`src/rtl/seg7_pkg.sv`:
```
// Seven-segment glyph constants and the nibble-to-glyph function shared by the scan driver.
// Latency: none, constants and pure functions only.
// Backpressure: none.
package seg7_pkg;

  // Active-high glyphs, bit order gfedcba (bit 6 = g, bit 0 = a).
  localparam logic [6:0] SEG_0     = 7'b0111111;
  localparam logic [6:0] SEG_1     = 7'b0000110;
  localparam logic [6:0] SEG_2     = 7'b1011011;
  localparam logic [6:0] SEG_3     = 7'b1001111;
  localparam logic [6:0] SEG_4     = 7'b1100110;
  localparam logic [6:0] SEG_5     = 7'b1101101;
  localparam logic [6:0] SEG_6     = 7'b1111101;
  localparam logic [6:0] SEG_7     = 7'b0000111;
  localparam logic [6:0] SEG_8     = 7'b1111111;
  localparam logic [6:0] SEG_9     = 7'b1101111;
  localparam logic [6:0] SEG_A     = 7'b1110111;
  localparam logic [6:0] SEG_B     = 7'b1111100;
  localparam logic [6:0] SEG_C     = 7'b0111001;
  localparam logic [6:0] SEG_D     = 7'b1011110;
  localparam logic [6:0] SEG_E     = 7'b1111001;
  localparam logic [6:0] SEG_F     = 7'b1110001;
  localparam logic [6:0] SEG_BLANK = 7'b0000000;

  // Hex nibble to active-high gfedcba glyph; lower-case b and d keep them distinct from 8 and 0.
  function automatic logic [6:0] hex_to_seg(input logic [3:0] nib);
    logic [6:0] g;
    case (nib)
      4'h0: g = SEG_0;
      4'h1: g = SEG_1;
      4'h2: g = SEG_2;
      4'h3: g = SEG_3;
      4'h4: g = SEG_4;
      4'h5: g = SEG_5;
      4'h6: g = SEG_6;
      4'h7: g = SEG_7;
      4'h8: g = SEG_8;
      4'h9: g = SEG_9;
      4'hA: g = SEG_A;
      4'hB: g = SEG_B;
      4'hC: g = SEG_C;
      4'hD: g = SEG_D;
      4'hE: g = SEG_E;
      4'hF: g = SEG_F;
    endcase
    return g;
  endfunction

endpackage

```
`src/rtl/seg7_hex_decode.sv`:
```
// Combinational decoder from one hex nibble to its active-high gfedcba glyph.
// Latency: 0 cycles (pure combinational).
// Backpressure: none; output follows the input continuously.
module seg7_hex_decode
  import seg7_pkg::*;
(
  input  logic [3:0] nib,
  output logic [6:0] seg
);

  assign seg = hex_to_seg(nib);

endmodule

```
`src/rtl/seg7_scan_driver.sv`:
```
// Time-multiplexed N-digit hex display driver with leading-zero blanking and tear-free frame updates.
// Latency: outputs registered, 1 cycle; a load reaches the pins on the frame_tick cycle after the next frame boundary.
// Backpressure: none; load is never refused, a newer load simply replaces an unconsumed one.
// Build option: define SEG7_BLINK_EN to add the blink counter and blink_mask gating.
module seg7_scan_driver
  import seg7_pkg::*;
#(
  parameter int DIGITS       = 4,
  parameter int SCAN_DIV     = 50000,
  parameter int BLINK_FRAMES = 64,
  parameter int ACTIVE_LOW   = 1
) (
  input  logic                clk,
  input  logic                rst_n,
  input  logic                load,
  input  logic [4*DIGITS-1:0] value,
  input  logic [DIGITS-1:0]   dp_in,
  input  logic                blank_lz,
  input  logic [DIGITS-1:0]   blink_mask,
  output logic [6:0]          seg,
  output logic                dp,
  output logic [DIGITS-1:0]   dig_sel,
  output logic                frame_tick
);

  localparam int              IW       = (DIGITS > 1) ? $clog2(DIGITS) : 1;
  localparam int              PW       = $clog2(SCAN_DIV);
  localparam logic [IW-1:0]   IDX_LAST = IW'(DIGITS - 1);
  localparam logic [PW-1:0]   PRE_LAST = PW'(SCAN_DIV - 1);
  // All output polarity lives in this one bit, applied only at the output registers.
  localparam logic            POL      = (ACTIVE_LOW != 0);

  // Scan position.
  logic [PW-1:0]        pre_cnt, pre_nxt;
  logic [IW-1:0]        idx, idx_nxt;
  logic                 pre_wrap;
  logic                 boundary;

  // Double-buffered display contents.
  logic [4*DIGITS-1:0]  pend_val;
  logic [DIGITS-1:0]    pend_dp;
  logic                 pend_flag;
  logic [4*DIGITS-1:0]  act_val, act_val_nxt;
  logic [DIGITS-1:0]    act_dp, act_dp_nxt;

  // Per-digit visibility and the selected digit's attributes.
  logic [DIGITS-1:0]    lz_mask;
  logic                 lz_run;
  logic [DIGITS-1:0]    blink_hide;
  logic [3:0]           sel_nib;
  logic                 sel_dp;
  logic                 sel_blank;
  logic [DIGITS-1:0]    sel_onehot;
  logic [6:0]           dec_seg;
  logic [6:0]           seg_hi;
  logic                 dp_hi;

  // Prescaler, digit index and frame boundary detection.
  always_comb begin
    pre_wrap = (pre_cnt == PRE_LAST);
    boundary = pre_wrap && (idx == IDX_LAST);
    pre_nxt  = pre_wrap ? '0 : pre_cnt + PW'(1);
    idx_nxt  = idx;
    if (pre_wrap) begin
      idx_nxt = (idx == IDX_LAST) ? '0 : idx + IW'(1);
    end
  end

  // Scan position registers.
  always_ff @(posedge clk or negedge rst_n) begin
    if (!rst_n) begin
      pre_cnt <= '0;
      idx     <= '0;
    end else begin
      pre_cnt <= pre_nxt;
      idx     <= idx_nxt;
    end
  end

  // Active only changes on the boundary; a load in that very cycle bypasses pending.
  always_comb begin
    act_val_nxt = act_val;
    act_dp_nxt  = act_dp;
    if (boundary) begin
      if (load) begin
        act_val_nxt = value;
        act_dp_nxt  = dp_in;
      end else if (pend_flag) begin
        act_val_nxt = pend_val;
        act_dp_nxt  = pend_dp;
      end
    end
  end

  // Pending holds the newest mid-frame load until the boundary consumes it.
  always_ff @(posedge clk or negedge rst_n) begin
    if (!rst_n) begin
      pend_val  <= '0;
      pend_dp   <= '0;
      pend_flag <= 1'b0;
    end else if (boundary) begin
      pend_flag <= 1'b0;
    end else if (load) begin
      pend_val  <= value;
      pend_dp   <= dp_in;
      pend_flag <= 1'b1;
    end
  end

  // Active display registers.
  always_ff @(posedge clk or negedge rst_n) begin
    if (!rst_n) begin
      act_val <= '0;
      act_dp  <= '0;
    end else begin
      act_val <= act_val_nxt;
      act_dp  <= act_dp_nxt;
    end
  end

`ifdef SEG7_BLINK_EN
  localparam int            BW      = (BLINK_FRAMES > 1) ? $clog2(BLINK_FRAMES) : 1;
  localparam logic [BW-1:0] BL_LAST = BW'(BLINK_FRAMES - 1);

  logic [BW-1:0] blink_cnt, blink_cnt_nxt;
  logic          blink_on, blink_on_nxt;

  // Frame counter; the phase flips after every BLINK_FRAMES completed frames.
  always_comb begin
    blink_cnt_nxt = blink_cnt;
    blink_on_nxt  = blink_on;
    if (boundary) begin
      if (blink_cnt == BL_LAST) begin
        blink_cnt_nxt = '0;
        blink_on_nxt  = ~blink_on;
      end else begin
        blink_cnt_nxt = blink_cnt + BW'(1);
      end
    end
  end

  // Blink state registers; the phase starts visible out of reset.
  always_ff @(posedge clk or negedge rst_n) begin
    if (!rst_n) begin
      blink_cnt <= '0;
      blink_on  <= 1'b1;
    end else begin
      blink_cnt <= blink_cnt_nxt;
      blink_on  <= blink_on_nxt;
    end
  end

  assign blink_hide = blink_on_nxt ? '0 : blink_mask;
`else
  // Without blink support the mask has no effect and nothing is ever hidden.
  logic unused_blink;
  assign unused_blink = ^blink_mask;
  assign blink_hide   = '0;
`endif

  // Leading-zero mask: walk down from the top digit while nibbles stay zero; digit 0 is never blanked.
  always_comb begin
    lz_mask = '0;
    lz_run  = blank_lz;
    for (int i = DIGITS - 1; i >= 1; i--) begin
      lz_run     = lz_run && (act_val_nxt[i*4 +: 4] == 4'h0);
      lz_mask[i] = lz_run;
    end
  end

  // Pick the nibble, dp and visibility of the digit the output registers will show next.
  always_comb begin
    sel_nib    = 4'h0;
    sel_dp     = 1'b0;
    sel_blank  = 1'b0;
    sel_onehot = '0;
    for (int i = 0; i < DIGITS; i++) begin
      if (idx_nxt == IW'(i)) begin
        sel_nib       = act_val_nxt[i*4 +: 4];
        sel_dp        = act_dp_nxt[i];
        sel_blank     = lz_mask[i] | blink_hide[i];
        sel_onehot[i] = 1'b1;
      end
    end
  end

  seg7_hex_decode u_dec (
    .nib (sel_nib),
    .seg (dec_seg)
  );

  assign seg_hi = sel_blank ? SEG_BLANK : dec_seg;
  assign dp_hi  = sel_dp & ~sel_blank;

  // Output registers: computed from next-state so pins track the registered index and active value.
  always_ff @(posedge clk or negedge rst_n) begin
    if (!rst_n) begin
      seg        <= {7{POL}};
      dp         <= POL;
      dig_sel    <= {DIGITS{POL}};
      frame_tick <= 1'b0;
    end else begin
      seg        <= seg_hi ^ {7{POL}};
      dp         <= dp_hi ^ POL;
      dig_sel    <= sel_onehot ^ {DIGITS{POL}};
      frame_tick <= boundary;
    end
  end

endmodule

```
`config.mk`:
```
export PLATFORM = sky130hd
export DESIGN_NAME = seg7_scan_driver
export DESIGN_NICKNAME = d
export VERILOG_FILES = /design/src/rtl/seg7_pkg.sv /design/src/rtl/seg7_hex_decode.sv /design/src/rtl/seg7_scan_driver.sv
export SDC_FILE = /design/constraint.sdc
export NUM_CORES = 1
export LEC_CHECK = 0
export ABC_AREA = 1
export BUFFER_PORTS_ARGS = -buffer_cell sky130_fd_sc_hd__buf_2
export CORE_ASPECT_RATIO = 1.2
export CORE_UTILIZATION = 30
export CTS_CLUSTER_SIZE = 20
export DETAILED_ROUTE_END_ITERATION = 16
export GPL_TIMING_DRIVEN = 0
export PLACE_DENSITY = 0.51
export SYNTH_ARGS = -nofsm -noshare
export SYNTH_HDL_FRONTEND = slang
export SYNTH_HIERARCHICAL = 1
export SYNTH_SLANG_ARGS = --single-unit
export TNS_END_PERCENT = 100
```
`constraint.sdc`:
```
create_clock -name clk -period 2.9 [get_ports clk]
set_clock_uncertainty 0.05 [all_clocks]
set_input_delay 0.435 -clock clk [delete_from_list [all_inputs] [get_ports clk]]
set_output_delay 0.435 -clock clk [all_outputs]
set_load 0.05 [all_outputs]
```
==> flow_summary.json, run 1 <==
{
  "clk_latency_ns": 0.33,
  "grt_overflow": 0,
  "crit_slowest_cell": "dfrtp_1",
  "port_buffers": 36,
  "wire_per_inst_um": 13.2,
  "finalCritPeriodShare_pct": 94.4,
  "synth_cells": 481,
  "synth_edf_count": 0,
  "layout.nets": 567,
  "cts_buffers": 9,
  "syn-cell-area_mm2": 0.00395,
  "vias_per_cell": 4.53,
  "dr.pass1.iters": 4,
  "antenna_found_initial": 0,
  "syn2layout_area_growth_pct": 20.3,
  "die_h_um": 128,
  "path_cells": "ha_1, buf_4, or2_2, nand3_1, nand2_2, nand2_4, inv_1, nand2_1, o2111ai_4, inv_2, ha_1, nand2_1, o21ai_0, nand2_1, nand2_1, nand3_1",
  "track_usage_pct": 14.9,
  "grt_max_degree": 54,
  "seq_area_frac_synth_pct": 45.9,
  "hpwlAfterDp_um": 7000,
  "remaining_drc_errors": 0,
  "rrSetupSlack_ns": 0.16,
  "grtUsageMet3_pct": 1.83,
  "endpoint_kind": "flip-flop",
  "critPathMaxStageDelay_ns": 0.38,
  "p_leak_nw": 2.28,
  "grtUsageMet2_pct": 25.1,
  "drt_iter0_drc": 98,
  "worst_pin_slew_ns": 0.447,
  "arrival_ns": 2.95,
  "cts_tree": "built",
  "grt_pass1_vias": 3236,
  "required_ns": 3.11,
  "core-area_mm2": 0.0128,
  "worstPathMaxFanout": 10,
  "hold_class": "input pin to flip-flop",
  "dieArea_mm2": 0.0136,
  "path_clk_slew_ns": 0.06,
  "cts_buffer_depth": 2,
  "yosysWarnings": 6,
  "synth_top_area_share_pct": 38.0,
  "setup_viol": 0,
  "syn_nets": 518,
  "drv_cap": 0,
  "cts.sinks": 72,
  "fmax_mhz": 365,
  "drv_slew": 0,
  "cts_htree_levels": 3,
  "wirelength_um": 9190,
  "yosysTopAreaCell": "dfrtp_1",
  "start_kind": "flip-flop",
  "syn_avg_cell_area_um2": 8.22,
  "power_mw": 2.40,
  "grt_pass1_wl_um": 15800,
  "postCtsSetupRepairBufs": 0,
  "drive_gt1_share_pct": 27.5,
  "use_met1_pct": 19.0,
  "powerDensity_mw_per_mm2": 505,
  "setup-tns-final_ns": 0,
  "max_slew_margin_pct": 70.0,
  "critPathKind": "flip-flop to flip-flop",
  "place_congestion": 0.803,
  "rows": 45,
  "synth_ff_type": "dfrtp_1",
  "rsz0062_at_grt": "false",
  "io_pins": 41,
  "n_fill_cell": 1323,
  "cpMostUsedCell": "nand2_1",
  "status": "finished clean",
  "ys_seq_elements": 72,
  "worst_ir_drop_vdd_mv": 0.216,
  "diodes": 0,
  "ys_types": 35,
  "ant_nets": 0,
  "initial_core_util_pct": 30.9,
  "synthArstFlopShare_pct": 100,
  "fp.dieW_um": 107,
  "clockRootBuffer": "clkbuf_16",
  "dr_total_vias": 3167,
  "period_needed_ns": 2.74,
  "top_usage_layer": "met2",
  "hold_viol_final": 0,
  "synth_area_leaders": "dfrtp_1, nand2_1, dfstp_2"
}
[repair_timing]
| action | in CTS | in global routing |
|---|---|---|
| hold buffers | 1 | 0 |
| gates resized for setup | 5 | 9 |
| endpoints found under the hold margin | 18 | 0 |
| endpoints found under the setup margin | 4 | 7 |
[stage by stage]
step | utilization (%) | hold WS, ns | worst slack, ns | instance area (µm²) | instances
after floorplan | - | 0.0894 | 0.394 | 3950 | 481
after global placement | 34.0 | 0.401 | -0.0635 | 4340 | 681
after detailed placement | 34.2 | 0.294 | -0.125 | 4370 | 682
after CTS | 36.8 | 0.295 | 0.0211 | 4710 | 699
after global routing | 37.2 | 0.300 | 0.0205 | 4750 | 699
final | 37.2 | 0.300 | 0.162 | 4750 | 699
[worst paths after layout]
path / startpoint / endpoint / cells past startpoint
worst max-delay path: idx[0] / seg[3] / 16
worst min-delay path: value[4] / pend_val[4] / 2
worst max register to register: idx[0] / seg[3] / 16
worst min register to register: pre_cnt[0] / pre_cnt[0] / 1
max in group asynchronous: rst_n / seg[0] / 3
min in group asynchronous: rst_n / pend_val[3] / 2
[state kept, by name, indices dropped and copies added, names as in the netlist]
signal / count
act_val: 16
act_dp: 4
pend_dp: 4
pend_val: 16
pend_flag: 1
dp: 1
seg: 7
frame_tick: 1
dig_sel: 4
pre_cnt: 16
idx: 2
[cells in the mapped netlist, types with 2 or more instances]
library cell,number
nand2_1,144
dfrtp_1,60
inv_1,47
nor2_1,35
nand3_1,32
nand2_2,22
o21ai_0,20
a21oi_1,15
mux2_2,14
dfstp_2,12
ha_1,9
nor2_2,9
nor2_4,8
buf_2,5
o22ai_1,5
inv_2,4
nand2_4,4
nand3_2,4
nand4_1,4
o21ai_1,4
xor2_1,4
buf_4,3
a22oi_1,2
buf_6,2
nor3_1,2
o2111ai_1,2
[power breakdown]
part | leakage [nW] | switching, mW | total (mW) | internal, mW
Combinational | 1.31 | 0.139 | 0.221 | 0.0819
Clock | 0.150 | 0.402 | 1.11 | 0.710
Sequential | 0.828 | 0.0162 | 1.07 | 1.05
[cell type report]
class | instances | area [µm²] | share of cell area, %
clock inverters | 3 | 40.0 | 0.842
inverters | 52 | 196 | 4.13
plain buffers | 10 | 70.1 | 1.47
multi-input cells | 347 | 1950 | 40.9
repair buffers | 38 | 220 | 4.63
well taps | 164 | 205 | 4.32
clock buffers | 13 | 260 | 5.47
flip-flops and latches | 72 | 1820 | 38.2
[placed cells by master (no fill, tap or decap), types with 4 or more instances in the layout]
master	count
nand3_1	32
ha_1	8
inv_1	45
buf_4	4
xor2_1	4
nor2_4	11
dfrtp_1	60
inv_2	6
mux2_2	14
nand2_1	144
clkbuf_16	9
dfstp_2	12
o21ai_0	20
nor2_1	34
nand2_4	5
nand2_2	21
o21ai_1	4
nor2_2	7
buf_2	40
o22ai_1	5
a21oi_1	15
nand4_1	4
[kinds of logic (layout without fill, tap and decap cells)]
family / count (synthesis) / in the layout / share of synthesized area, %
buffers and inverters: 62 / 116 / 6.74
multiplexers: 15 / 15 / 4.24
flip-flops: 72 / 72 / 45.9
adder cells (fa/ha/maj): 9 / 9 / 2.85
AND/OR/NAND/NOR: 267 / 267 / 32.0
AO/OA/AOI/OAI: 51 / 51 / 7.09
XOR/XNOR: 5 / 5 / 1.11
[layer usage]
metal  share of wire [%]  vias to the layer above
met4                 2.0                        0
met2                  50                       34
met5                   0                        -
li1                    -                     1623
met3                 2.1                       13
met1                  46                     1497
[critical path, delay by kind of cell, from the launching register on]
| kind | cells | cell delay [ns] |
|---|---|---|
| simple gates | 9 | 1.09 |
| fa+ha+maj | 2 | 0.45 |
| buf+inv | 3 | 0.41 |
| flops | 1 | 0.38 |
| compound gates | 2 | 0.30 |
No activity file was read; power rests on OpenSTA's default activity.
==> inputs of run 2 (changes only) <==
RECOVER_POWER = 25   (was default)
==> run 2 against run 1 <==
- via count hardly changed
- final cell count stayed put
- cell area is 0.50% lower
- utilization is 0.19 points lower
- sequential cell count stayed put
- global-route usage stayed put
- sequential share of layout area is 0.19 points higher
- clock-buffer cell count stayed put
- register-to-register slack hardly changed
- largest cell class unchanged
- setup slack better by 0.010 ns
- clock power hardly changed
==> flow_summary.json, run 2 (synthesized netlist as in run 1, its figures left out) <==
{
  "status": "finished clean",
  "cts_htree_levels": 3,
  "cts_tree": "built",
  "intPower_mw": 1.84,
  "grt_max_degree": 54,
  "seqCellArea_mm2": 0.00182,
  "place_ws_ns": -0.125,
  "endpoint_kind": "flip-flop",
  "clockRootBuffer": "clkbuf_16",
  "drv_slew": 0,
  "ant_nets": 0,
  "arrival_ns": 2.94,
  "cpMostUsedCell": "nand2_1",
  "core-area_mm2": 0.0128,
  "hpwlAfterDp_um": 7000,
  "dr_total_vias": 3169,
  "path_clk_slew_ns": 0.06,
  "fp.dieW_um": 107,
  "hold_viol_final": 0,
  "dr.pass1.iters": 4,
  "p_leak_nw": 2.27,
  "placed_cell_area_mm2": 0.00437,
  "setup-tns-final_ns": 0,
  "grt_pass1_vias": 3236,
  "combPwrFrac_pct": 9.1,
  "critPathMaxStageDelay_ns": 0.38,
  "layout_common_cells": "nand2_1, dfrtp_1, inv_1, buf_2, nor2_1",
  "antenna_found_initial": 0,
  "layout_setup_ws_ns": 0.172,
  "clk_latency_ns": 0.33,
  "setup_viol": 0,
  "vias_per_cell": 4.53,
  "wirelength_um": 9200,
  "wire_per_inst_um": 13.2,
  "met1Wirelength_um": 4180,
  "worst_pin_slew_ns": 1.13,
  "pwr-share-seq_pct": 44.6,
  "met2_length_um": 4630,
  "finalCritPeriodShare_pct": 94.1,
  "hold_class": "input pin to flip-flop",
  "diodes": 0,
  "p_sw_share_pct": 23.2,
  "layout.nets": 567,
  "dp_cells": 682,
  "start_kind": "flip-flop",
  "required_ns": 3.11,
  "power_mw": 2.39,
  "fin_area_mm2": 0.00473,
  "rsz0062_at_grt": "false",
  "cts.sinks": 72,
  "io_pins": 41,
  "grt_pass1_wl_um": 15800,
  "drv_cap": 0,
  "worst_ir_drop_vdd_mv": 0.213,
  "port_buffers": 36,
  "multi_input_area_mm2": 0.00195,
  "dieArea_mm2": 0.0136,
  "max_slew_margin_pct": 25.0,
  "track_usage_pct": 14.9,
  "final_common_cell": "nand2_1",
  "drive_gt1_share_pct": 27.3,
  "critical-path-top-delay-family": "simple AND/OR/NAND/NOR gates",
  "initial_core_util_pct": 30.9,
  "path_cells": "ha_1, buf_4, or2_2, nand3_1, nand2_2, nand2_4, inv_1, nand2_1, o2111ai_4, inv_2, ha_1, nand2_1, o21ai_0, nand2_1, nand2_1, nand3_1",
  "reg_top3": "act_val (16), pend_val (16), pre_cnt (16)",
  "drt_iter0_drc": 111,
  "period_needed_ns": 2.73,
  "top_layer_used": "met4",
  "clkPwrFrac_pct": 46.4,
  "layout.cells.non_filler": 699,
  "worstPathMaxFanout": 10,
  "crit_slowest_cell": "dfrtp_1",
  "holdWs_ns": 0.302,
  "place_congestion": 0.803,
  "switching_power_mw": 0.555,
  "fin_util_pct": 37.0,
  "cts_buffer_depth": 2,
  "wl_met3_um": 228,
  "n_fill_cell": 1325,
  "cts_buffers": 9,
  "powerDensity_mw_per_mm2": 506,
  "fmax_mhz": 367,
  "die_h_um": 128,
  "syn2layout_area_growth_pct": 19.7,
  "cp_num_buf_inv": 3,
  "remaining_drc_errors": 0,
  "grt_overflow": 0,
  "critPathKind": "flip-flop to flip-flop",
  "rows": 45
}
run 2: cell types whose count changed in the layout (fill, tap and decap cells not counted), sizes merged:
cell / before / now
buf: 47 / 45
clkbuf: 13 / 15
run 2: worst register-to-register path: cells and delay by family, from the launching register on:
family	cells	cell delay, ns
AOI/OAI and AO/OA	2	0.29
and+or+nand+nor	9	1.09
adders and majority gates	2	0.45
buffers and inverters	3	0.41
DFF	1	0.38
run 2: final timing paths:
path	startpoint	end	slack, ns	cells after the start
max	idx[0]	seg[3]	0.17	16
min	value[4]	pend_val[4]	0.30	2
max reg2reg	idx[0]	seg[3]	0.17	16
min reg2reg	pre_cnt[0]	pre_cnt[0]	0.43	1
max in group asynchronous	rst_n	pre_cnt[3]	0.57	3
min in group asynchronous	rst_n	pend_val[3]	0.80	2
run 2: cell type report:
type                            instances  share of cell area, %
Multi-Input combinational cell        347                   41.1
Sequential cell                        72                   38.4
Clock buffer                           13                   5.50
Tap cell                              164                   4.34
Timing Repair Buffer                   38                   4.15
Inverter                               52                   4.15
Buffer                                 10                   1.48
Clock inverter                          3                  0.846
run 2: power groups by stage:
| stage | sequential (mW) | combinational [mW] | clock (mW) |
|---|---|---|---|
| global route | 1.07 | 0.245 | 1.18 |
| finish | 1.07 | 0.217 | 1.11 |
| floorplan | 1.11 | 0.108 | 0 |
| global placement | 1.08 | 0.214 | 0 |
| CTS | 1.07 | 0.224 | 1.13 |
| detailed placement | 1.08 | 0.222 | 0 |
run 2: layer usage:
metal,vias to the layer above,GRT usage (%)
met5,-,0
met1,1496,19.0
li1,1625,-
met4,0,7.09
met2,37,25.1
met3,11,1.83
run 2: what timing repair did:
action                     CTS  global route
setup endpoints to repair    4             7
resized for setup            5             9
hold endpoints to repair    18             0
hold buffers                 1             0
buffers inserted             0             0
==> inputs of run 3 (changes only) <==
clock period = 3.3 ns   (was 2.9 ns; I/O delays follow)
==> run 3 against run 2 <==
- sequential power is 12% lower
- register-to-register slack better by 0.17 ns
- hold slack better by 0.0046 ns
- non-clock buffer count is 1 lower
- first-iteration DRC count is 12% lower
- global-route usage is 0.054 points lower
- setup slack better by 0.17 ns
- largest cell class unchanged
==> flow_summary.json, run 3 (synthesized netlist as in run 1, its figures left out) <==
{
  "core-area_mm2": 0.0128,
  "layout.nets": 566,
  "hold_class": "input pin to async pin",
  "initial_core_util_pct": 30.9,
  "cts_buffers": 9,
  "cts.sinks": 72,
  "syn2layout_area_growth_pct": 17.6,
  "ant_nets": 0,
  "vias_per_cell": 4.53,
  "placed_cell_area_mm2": 0.00437,
  "hpwlAfterDp_um": 7000,
  "remaining_drc_errors": 0,
  "crit_slowest_cell": "dfrtp_1",
  "critical-path-top-delay-family": "simple AND/OR/NAND/NOR gates",
  "path_cells": "ha_1, nand3_2, nor2_2, nand2_1, nand2_1, nand2_2, clkinv_2, nor2_1, nand2_1, o2111ai_1, inv_1, ha_1, nand2_1, o21ai_0, nand2_1, nand2_1, nand3_1",
  "fin_util_pct": 36.4,
  "p_leak_nw": 2.26,
  "status": "finished clean",
  "clockRootBuffer": "clkbuf_16",
  "drv_cap": 0,
  "finalCritPeriodShare_pct": 89.7,
  "dp_cells": 682,
  "cts_buffer_depth": 2,
  "drv_slew": 0,
  "wirelength_um": 9160,
  "drive_gt1_share_pct": 26.2,
  "rsz0062_at_grt": "false",
  "final_common_cell": "nand2_1",
  "cpMostUsedCell": "nand2_1",
  "layout.cells.non_filler": 698,
  "wire_per_inst_um": 13.1,
  "dieArea_mm2": 0.0136,
  "cts_htree_levels": 3,
  "setup-tns-final_ns": 0,
  "fp.dieW_um": 107,
  "die_h_um": 128,
  "drt_iter0_drc": 98,
  "dr_total_vias": 3165,
  "critPathMaxStageDelay_ns": 0.40,
  "clk_latency_ns": 0.33,
  "endpoint_kind": "flip-flop",
  "start_kind": "flip-flop",
  "powerDensity_mw_per_mm2": 452,
  "grt_pass1_vias": 3218,
  "max_slew_margin_pct": 11.2,
  "cts_tree": "built",
  "diodes": 0,
  "arrival_ns": 3.16,
  "worst_pin_slew_ns": 1.33,
  "ctsHoldBuffers": 0,
  "reg_top3": "act_val (16), pend_val (16), pre_cnt (16)",
  "io_pins": 41,
  "grt_max_degree": 54,
  "path_clk_slew_ns": 0.05,
  "grt_overflow": 0,
  "layout_common_cells": "nand2_1, dfrtp_1, inv_1, buf_2, nor2_1",
  "period_needed_ns": 2.96,
  "rows": 45,
  "fin_area_mm2": 0.00465,
  "port_buffers": 36,
  "cp_num_buf_inv": 2,
  "grt_pass1_wl_um": 15700,
  "track_usage_pct": 14.9,
  "place_congestion": 0.803,
  "worstPathMaxFanout": 5,
  "required_ns": 3.50,
  "hold_viol_final": 0,
  "power_mw": 2.10,
  "antenna_found_initial": 0,
  "dr.pass1.iters": 4,
  "worst_ir_drop_vdd_mv": 0.200,
  "fmax_mhz": 338,
  "postCtsSetupRepairBufs": 0,
  "critPathKind": "flip-flop to flip-flop",
  "setup_viol": 0
}
==> run 3: changes by cell type in the layout (fill, tap and decap cells not counted), moves of 2 or more <==
cell       delta
o2111ai_1     +2
inv_2         -2
nor2_4        -2
inv_1         +2
nand3_2       +2
o2111ai_4     -2
nand3_4       -2
==> run 3: report_power, final <==
part	switching [mW]	internal (mW)	total, mW
clock	0.352	0.624	0.976
sequential	0.0141	0.924	0.938
combinational	0.121	0.0663	0.187
total	0.487	1.61	2.10
==> run 3: path summary, 6_finish.rpt <==
check	from	slack, ns	cells after the start	end
setup / recovery	pre_cnt[0]	0.34	17	seg[3]
hold / removal	rst_n	0.31	1	pend_val[3]
setup reg to reg	pre_cnt[0]	0.34	17	seg[3]
hold reg to reg	pre_cnt[0]	0.42	1	pre_cnt[0]
max in group asynchronous	rst_n	1.00	2	pre_cnt[3]
min in group clk	value[4]	0.36	2	pend_val[4]
==> run 3: final cells by class <==
class                      count  area [µm²]
multi-input combinational    347        1880
buffer                        10        70.1
fill                        1337        8130
sequential                    72        1820
timing repair buffer          37         184
clock inverter                 3        40.0
clock buffer                  13         260
tap                          164         205
inverter                      52         196
==> run 3: what timing repair did <==
item,4_1_cts,5_1_grt
endpoints found under the setup margin,0,1
resized for setup,0,1
endpoints found under the hold margin,0,0
==> run 3: per-stage QoR <==
| step | worst slack (ns) | hold slack (ns) |
|---|---|---|
| floorplan | 0.794 | 0.149 |
| global placement | 0.337 | 0.401 |
| detailed placement | 0.275 | 0.354 |
| CTS | 0.251 | 0.000540 |
| global route | 0.0593 | 0.360 |
| finish | 0.340 | 0.307 |
==> run 3: worst register-to-register path, delay by kind of cell, from the launching register on <==
| kind | cells | cell delay, ns |
|---|---|---|
| buffers and inverters | 2 | 0.31 |
| AOI/OAI and AO/OA | 2 | 0.31 |
| adders and majority gates | 2 | 0.58 |
| and+or+nand+nor | 11 | 1.23 |
| DFF | 1 | 0.40 |
==> run 3: metal layers <==
layer / GRT usage (%) / share of wire [%]
met3: 1.83 / 3.4
met4: 7.09 / 2.0
met1: 19.1 / 45
met2: 24.8 / 50
met5: 0 / 0
